$ cat config.mk
export PLATFORM = sky130hd
export DESIGN_NAME = fetch_stage
export DESIGN_NICKNAME = d
export VERILOG_FILES = /design/src/rtl/fetch_stage.sv
export SDC_FILE = /design/constraint.sdc
export NUM_CORES = 1
export LEC_CHECK = 0
export CAP_MARGIN = 20
export CORE_AREA = 2 2 126 190
export DETAILED_ROUTE_END_ITERATION = 10
export DIE_AREA = 0 0 128 192
export GPL_ROUTABILITY_DRIVEN = 0
export PLACE_DENSITY_LB_ADDON = 0.05
export SETUP_SLACK_MARGIN = 0.15
export SLEW_MARGIN = 40
export SYNTH_ARGS = -nofsm -noshare
export SYNTH_HDL_FRONTEND = slang
export SYNTH_SLANG_ARGS = --single-unit
export TNS_END_PERCENT = 20
$ cat constraint.sdc
create_clock -name clk -period 6 [get_ports clk]
set_input_delay 0.6 -clock clk [delete_from_list [all_inputs] [get_ports clk]]
set_output_delay 0.6 -clock clk [all_outputs]
set_load 0.005 [all_outputs]
$ cat src/rtl/fetch_stage.sv
// rtl/fetch_stage.sv - instruction fetch stage with in-order request issue and decode queue
module fetch_stage #(
  parameter logic [31:0] RESET_PC    = 32'h0000_0000,
  parameter int          QUEUE_DEPTH = 4
) (
  input  logic        clk,
  input  logic        reset,
  output logic        imem_req_valid,
  input  logic        imem_req_ready,
  output logic [31:0] imem_req_addr,
  input  logic        imem_resp_valid,
  input  logic [31:0] imem_resp_data,
  output logic        instr_valid,
  output logic [31:0] instruction,
  output logic [31:0] instr_pc,
  input  logic        decode_ready,
  input  logic        redirect_valid,
  input  logic [31:0] redirect_pc,
  input  logic        panic,
  output logic        halted
);

  localparam int AW = $clog2(QUEUE_DEPTH);
  localparam int CW = AW + 1;
  localparam logic [CW-1:0] DEPTH_C = CW'(QUEUE_DEPTH);

  typedef enum logic {RUN = 1'b0, HALT = 1'b1} state_t;

  state_t        state;
  state_t        state_nxt;
  logic          running;
  logic [31:0]   pc;
  logic [31:0]   resp_pc;
  logic [31:0]   redir_target;
  logic [CW-1:0] count;
  logic [CW-1:0] inflight;
  logic [CW-1:0] stale;
  logic [CW-1:0] resp_dec;
  logic [AW-1:0] head;
  logic [AW-1:0] tail;
  logic [31:0]   q_data [QUEUE_DEPTH];
  logic [31:0]   q_pc   [QUEUE_DEPTH];
  logic          has_room;
  logic          req_fire;
  logic          redir;
  logic          flush;
  logic          enq;
  logic          deq;

  always_ff @(posedge clk) begin
    if (!reset) state <= RUN;
    else        state <= state_nxt;
  end

  always_comb begin
    state_nxt = state;
    case (state)
      RUN:     if (panic) state_nxt = HALT;
      HALT:    state_nxt = HALT;
      default: state_nxt = RUN;
    endcase
  end

  always_comb begin
    running = (state == RUN);
    halted  = (state == HALT);
  end

  // Issue depends only on registered counts so a response slot is always reserved.
  assign has_room       = ({1'b0, inflight} + {1'b0, count}) < {1'b0, DEPTH_C};
  assign imem_req_valid = reset & running & ~panic & ~redirect_valid & has_room;
  assign imem_req_addr  = pc;
  assign req_fire       = imem_req_valid & imem_req_ready;

  assign redir_target = redirect_pc & ~32'h3;
  assign redir        = running & ~panic & redirect_valid;
  assign flush        = redir | (running & panic);
  assign resp_dec     = CW'(imem_resp_valid && (inflight != '0));
  assign enq          = imem_resp_valid & running & ~panic & ~redirect_valid & (stale == '0);

  assign instr_valid = running & (count != '0);
  assign deq         = instr_valid & decode_ready;
  assign instruction = instr_valid ? q_data[head] : 32'h0;
  assign instr_pc    = instr_valid ? q_pc[head]   : 32'h0;

  always_ff @(posedge clk) begin
    if (!reset) begin
      pc       <= RESET_PC;
      resp_pc  <= RESET_PC;
      count    <= '0;
      inflight <= '0;
      stale    <= '0;
      head     <= '0;
      tail     <= '0;
    end else begin
      inflight <= inflight + CW'(req_fire) - resp_dec;
      // Everything still outstanding after this cycle's response belongs to the old stream.
      if (redir)
        stale <= inflight - resp_dec;
      else if (imem_resp_valid && (stale != '0))
        stale <= stale - CW'(1);
      if (flush) begin
        count <= '0;
        head  <= '0;
        tail  <= '0;
      end else begin
        count <= count + CW'(enq) - CW'(deq);
        if (enq) tail <= tail + AW'(1);
        if (deq) head <= head + AW'(1);
      end
      if (redir)         pc <= redir_target;
      else if (req_fire) pc <= pc + 32'd4;
      if (redir)    resp_pc <= redir_target;
      else if (enq) resp_pc <= resp_pc + 32'd4;
    end
  end

  always_ff @(posedge clk) begin
    if (enq) begin
      q_data[tail] <= imem_resp_data;
      q_pc[tail]   <= resp_pc;
    end
  end

  always_ff @(posedge clk) begin
    if (reset) begin
      if (enq) assert (count < DEPTH_C);
      assert (stale <= inflight);
    end
  end

endmodule
==> results.py, run 1 <==
metrics = {
    "critical_path": {
        "slowest_stage": "dfxtp_2",
        "crit_family": "buffers and inverters",
        "path_cells": "buf_4 -> mux4_2 -> and2_1 -> clkdlybuf4s50_1",
        "critPathMaxFanout": 40,
        "start_kind": "register",
        "endpoint_kind": "primary output",
        "crit-reg2reg-launch": "inflight[2]",
        "required_ns": 5.40,
        "worst_r2r_endpoint": "inflight[2]",
        "path_class": "reg2out",
        "cp.arrival_ns": 2.98,
        "critical_path.max_stage_delay_ns": 0.73,
        "reg2reg_depth": 13,
        "rrSetupSlack_ns": 2.84,
        "path_buf_inv": 2,
    },
    "cts": {
        "root_buffer": "clkbuf_16",
        "cts_resized": 0,
        "insertion_delay_ns": 0.54,
        "cts_hold_buf": 0,
        "cts_setup_buffers": 0,
        "htreeDepth": 1,
        "path_clk_slew_ns": 0.06,
        "cts_buffers": 29,
        "cts_num_sinks": 324,
        "cts_tree": "done",
        "clockBufferDepth": 3,
    },
    "floorplanning": {
        "die-area_um2": 24600,
        "core_um2": 22800,
        "rows": 68,
        "die_h_um": 192,
        "dieWidth_um": 128,
        "io_pins": 170,
        "start_util": 0.594,
    },
    "detailed_routing": {
        "wirelength_mm": 27.7,
        "wl_per_cell_um": 20.5,
        "ant_nets": 0,
        "first_pass_iters": 6,
        "vias": 8029,
        "drc": 0,
        "drtIter0Drc": 530,
        "vias_per_cell": 5.94,
    },
    "grt": {
        "met2_usage": 0.404,
        "grt_use_total": 0.225,
        "use_met3": 0.0290,
        "gr-total-overflow": 0,
        "busiest_layer": "met2",
        "grt_max_degree": 66,
        "antenna_found_initial": 0,
        "grt_pass1_vias": 8138,
        "use_met1": 0.284,
        "grt_pass1_wl_mm": 43.0,
    },
    "worst_hold_path": {
        "hold_depth": 2,
        "hold_path.startpoint": "tail[0]",
        "hold_path_class": "reg2reg",
        "min_to": "tail[0]",
    },
    "placement": {
        "dp_hpwl_mm": 17.3,
        "post-place-cells": 1299,
        "io_buffers": 163,
        "dpl_cell_area_um2": 15500,
    },
    "logic_synthesis": {
        "synthTopCellsByCount": "248 x edfxtp_1, 76 x dfxtp_1, 68 x and2_1",
        "synth-edff-count": 248,
        "synth_area_leaders": "edfxtp_1 55%, dfxtp_1 11%, mux4_2 10%",
        "ys_async_sr_fraction": 0,
        "synth-seq-cells": 324,
        "synth_area_um2": 13600,
        "ys_warn_count": 0,
        "synth.top_cell.area_share": 0.549,
        "seq_area_frac_synth": 0.662,
        "yosys.area.top_type": "edfxtp_1",
        "synth_flop_cell": "edfxtp_1",
        "synth_most_common_cell": "edfxtp_1",
        "syn_area_per_cell_um2": 15.3,
        "ys_types": 58,
        "synth_cells": 887,
    },
    "cells_and_area": {
        "fillers": 1567,
        "final_area_um2": 16400,
        "multi_input_area_um2": 4330,
        "seq_area_um2": 8970,
        "drive_gt1_frac": 0.146,
        "area_growth_pct": 21.2,
        "nets": 1139,
        "instances_no_fill": 1352,
        "diodes": 0,
    },
    "outcome": {
        "status": "completed",
    },
    "timing": {
        "slew_headroom": 0.481,
        "clock_skew_ns": 0.0123,
        "finalCritPeriodShare": 0.596,
        "rsz0062_at_grt": "false",
        "maxSlewViolCount": 0,
        "setup_tns_ns": 0,
        "tightest_slew_ns": 0.776,
        "finalSetupViolations": 0,
        "hold_viol_final": 0,
        "fin_crit_ns": 3.58,
        "fmax_mhz": 280,
    },
    "power": {
        "total_power_mw": 4.72,
        "ir_drop_v": 0.000206,
        "cellPowerDensity_nw_per_um2": 287,
        "p_leak_nw": 5.26,
    },
    "flow_run": {
        "cap_violations": 0,
    },
}
## kinds of logic (layout without fill, tap and decap cells)
| family | count (synthesis) | after routing | share of synthesized area |
|---|---|---|---|
| AOI/OAI and AO/OA | 118 | 118 | 0.0501 |
| adders and majority gates | 18 | 18 | 0.0177 |
| muxes | 63 | 63 | 0.104 |
| xor gates and xnor gates | 55 | 55 | 0.0355 |
| other | 1 | 4 | 0.000277 |
| buffers and inverters | 71 | 253 | 0.0224 |
| DFF | 324 | 324 | 0.662 |
| and+or+nand+nor | 237 | 237 | 0.108 |
## layout by cell type (no fill, tap or decap), types with 4 or more instances in the layout
cell type        instances
o21ai_0                 38
nor3_1                  13
nor4_2                  10
clkinv_2                 7
nor4_1                   4
clkinv_1                 6
xnor2_1                 38
a21oi_1                 53
clkdlybuf4s50_1        163
and3_1                  10
nor3b_1                  4
ha_1                    16
nand2_1                 30
mux4_2                  62
a31oi_1                  4
clkbuf_16               29
nand3_1                 17
inv_1                   21
edfxtp_1               248
dfxtp_1                 74
and4_1                   5
buf_4                   12
conb_1                   4
a211oi_1                 5
nor2_1                  30
nand4_1                 21
xor2_1                  17
and2_1                  68
## power breakdown
part	switching [mW]	internal (mW)	leakage, nW
clock	0.797	1.02	0.451
combinational	0.168	0.189	1.93
sequential	0.0675	2.48	2.88
## layer usage
layer,part of all wire,wire [um]
met5,0,0
met4,0.024,655
met3,0.049,1370
met2,0.52,14400
met1,0.41,11300
## worst max-delay path by stage
| stage | end | slack, ns | cells past startpoint |
|---|---|---|---|
| 2_1_floorplan | q_data[0][0] | 3.04 | 3 |
| 3_3_place_gp | inflight[2] | 2.20 | 14 |
| 3_5_place_dp | inflight[2] | 2.13 | 14 |
| 4_1_cts | instr_pc[9] | 2.36 | 4 |
| 5_1_grt | instr_pc[11] | 2.27 | 4 |
| 6_report | instr_pc[9] | 2.42 | 4 |
## registers in the layout, summed over array words and instances (netlist names), named ones only
name           count
q_pc             120
stale              3
resp_pc           30
tail               2
inflight           3
count              3
imem_req_addr     30
halted             1
q_data           128
head               2
## tightest hold or removal path: stages, from the launching register on
cell	delay, ns
dfxtp_1	0.34
nand2_1	0.07
a21oi_1	0.05
## cell type report
| cell class | count | area share |
|---|---|---|
| tap | 280 | 0.0213 |
| multi-input combinational | 495 | 0.263 |
| clock buffer | 32 | 0.0449 |
| sequential | 324 | 0.546 |
| timing repair buffer | 177 | 0.107 |
| clock inverter | 21 | 0.0117 |
| inverter | 23 | 0.00525 |
## per-stage QoR
| step | hold slack (ns) | setup WS, ns | util |
|---|---|---|---|
| 2_1_floorplan | 0.466 | 3.04 | - |
| 3_3_place_gp | 0.480 | 2.20 | 0.677 |
| 3_5_place_dp | 0.495 | 2.13 | 0.679 |
| 4_1_cts | 0.503 | 2.36 | 0.720 |
| 5_1_grt | 0.547 | 2.27 | 0.721 |
| 6_report | 0.502 | 2.42 | 0.721 |
Power figures use the tool's default switching activity.
==> inputs of run 2 (changes only) <==
--- a/config.mk
+++ b/config.mk
@@ -6,9 +6,9 @@
 export NUM_CORES = 1
 export LEC_CHECK = 0
 export CAP_MARGIN = 20
-export CORE_AREA = 2 2 126 190
+export CORE_AREA = 2 2 131 196
 export DETAILED_ROUTE_END_ITERATION = 10
-export DIE_AREA = 0 0 128 192
+export DIE_AREA = 0 0 133 198
 export GPL_ROUTABILITY_DRIVEN = 0
 export PLACE_DENSITY_LB_ADDON = 0.05
 export SETUP_SLACK_MARGIN = 0.15
==> constraint.sdc (replaced) <==
create_clock -name clk -period 3.3 [get_ports clk]
set_input_delay 0.33 -clock clk [delete_from_list [all_inputs] [get_ports clk]]
set_output_delay 0.33 -clock clk [all_outputs]
set_load 0.005 [all_outputs]
==> run 2 against run 1 <==
Effect of this change: critical path depth is the same; routed wire length shrank 1.3%; combinational power grew 84%; worst hold slack lost 0.088 ns; sequential power grew 82%; critical endpoint is now instr_pc[10]; clock power grew 93%; total power grew 86%; setup slack lost 2.0 ns; non-clock buffer count grew 18.
==> results.py, run 2 (synthesized netlist as in run 1, its figures left out) <==
metrics = {
    "timing": {
        "hold_viol_final": 0,
        "fmax_mhz": 353,
        "maxSlewViolCount": 0,
        "clock_skew_ns": 0.0209,
        "tightest_slew_ns": 0.730,
        "fin_crit_ns": 2.83,
        "finalCritPeriodShare": 0.858,
        "rsz0062_at_grt": "false",
        "slew_headroom": 0.513,
        "setup_tns_ns": 0,
        "finalSetupViolations": 0,
    },
    "floorplanning": {
        "dieWidth_um": 133,
        "core_um2": 24800,
        "io_pins": 170,
        "die-area_um2": 26300,
        "rows": 71,
        "die_h_um": 198,
        "start_util": 0.547,
    },
    "critical_path": {
        "start_kind": "register",
        "path_class": "reg2out",
        "required_ns": 2.97,
        "crit-reg2reg-launch": "inflight[2]",
        "slowest_stage": "dfxtp_4",
        "critical_path.max_stage_delay_ns": 0.53,
        "critPathMaxFanout": 14,
        "cp.arrival_ns": 2.50,
        "endpoint_kind": "primary output",
        "path_cells": "buf_4 -> mux4_2 -> and2_1 -> clkdlybuf4s50_1",
    },
    "cells_and_area": {
        "nets": 1157,
        "final_area_um2": 16800,
        "largest_reg_flops": 128,
        "instances_no_fill": 1417,
        "final_cell_mix": "248 x edfxtp_1, 163 x clkdlybuf4s50_1, 74 x dfxtp_1, 68 x and2_1, 62 x mux4_2",
        "area_growth_pct": 23.7,
        "final_common_cell": "edfxtp_1",
        "diodes": 0,
        "seq_area_um2": 8970,
        "largest-register": "q_data",
        "multi_input_area_um2": 4320,
        "fillers": 1749,
        "reg.largest.list": "q_data (128), q_pc (120)",
        "drive_gt1_frac": 0.160,
    },
    "cts": {
        "cts_hold_buf": 0,
        "clockBufferDepth": 3,
        "htreeDepth": 1,
        "cts_setup_buffers": 0,
        "root_buffer": "clkbuf_16",
        "path_clk_slew_ns": 0.06,
        "cts_buffers": 29,
        "insertion_delay_ns": 0.54,
        "cts_resized": 0,
        "cts_tree": "done",
        "cts_num_sinks": 324,
    },
    "detailed_routing": {
        "ant_nets": 0,
        "vias": 7922,
        "wirelength_mm": 27.3,
        "first_pass_iters": 5,
        "wl_per_cell_um": 19.3,
        "drc": 0,
        "drtIter0Drc": 435,
        "vias_per_cell": 5.59,
    },
    "placement": {
        "post-place-cells": 1365,
        "dp_hpwl_mm": 17.5,
        "dpl_cell_area_um2": 15800,
        "io_buffers": 163,
    },
    "grt": {
        "antenna_found_initial": 0,
        "grt_pass1_wl_mm": 43.0,
        "gr-total-overflow": 0,
        "grt_use_total": 0.210,
        "grt_pass1_vias": 8144,
        "grt_max_degree": 75,
    },
    "flow_run": {
        "cap_violations": 0,
    },
    "worst_hold_path": {
        "hold_path.startpoint": "imem_resp_data[22]",
        "hold_path_class": "in2reg",
    },
    "power": {
        "ir_drop_v": 0.000406,
        "p_leak_nw": 5.39,
        "cellPowerDensity_nw_per_um2": 524,
    },
    "outcome": {
        "status": "completed",
    },
}
-- run 2: changes by cell type in the layout (fill, tap and decap cells not counted), sizes merged --
cell      previous run  this run
buf                 14        32
clkinv              16         4
clkbuf              32        37
bufinv               3         5
clkinvlp             3         5
inv                 22        24
-- run 2: final timing paths --
kind                   end  slack [ns]  depth (start not counted)
min reg2reg        tail[0]        0.51                          2
max reg2reg    inflight[2]        0.59                         12
min          q_data[1][22]        0.41                          1
max           instr_pc[10]        0.47                          4
-- run 2: cell type report --
cell class | instances | area share
clock inverter | 15 | 0.0131
multi-input combinational | 495 | 0.257
tap | 328 | 0.0245
inverter | 23 | 0.00515
clock buffer | 37 | 0.0463
timing repair buffer | 195 | 0.118
sequential | 324 | 0.535
-- run 2: per-layer routing --
layer,vias to the layer above,global-route usage,share of wire
met5,-,0,0
met4,0,0.0633,0.018
met3,31,0.0246,0.041
met2,204,0.380,0.52
met1,3929,0.266,0.42
li1,3758,-,-
-- run 2: metrics by stage --
stage	util	setup WS [ns]	total power, mW	hold WS, ns
4_1_cts	0.676	0.395	8.88	0.394
3_3_place_gp	0.636	0.406	5.37	0.480
3_5_place_dp	0.636	0.414	5.38	0.500
5_1_grt	0.677	0.345	9.13	0.419
6_report	0.677	0.468	8.79	0.413
2_1_floorplan	-	0.452	5.06	0.429
-- run 2: critical path: cells and delay by family, from the launching register on --
kind,cells,cell delay [ns]
muxes,1,0.51
and+or+nand+nor,1,0.16
buffers and inverters,2,0.76
DFF,1,0.53
-- run 2: power breakdown --
part	total, mW	switching, mW	internal (mW)
registers	4.63	0.123	4.51
clock network	3.50	1.44	2.06
logic	0.658	0.303	0.356
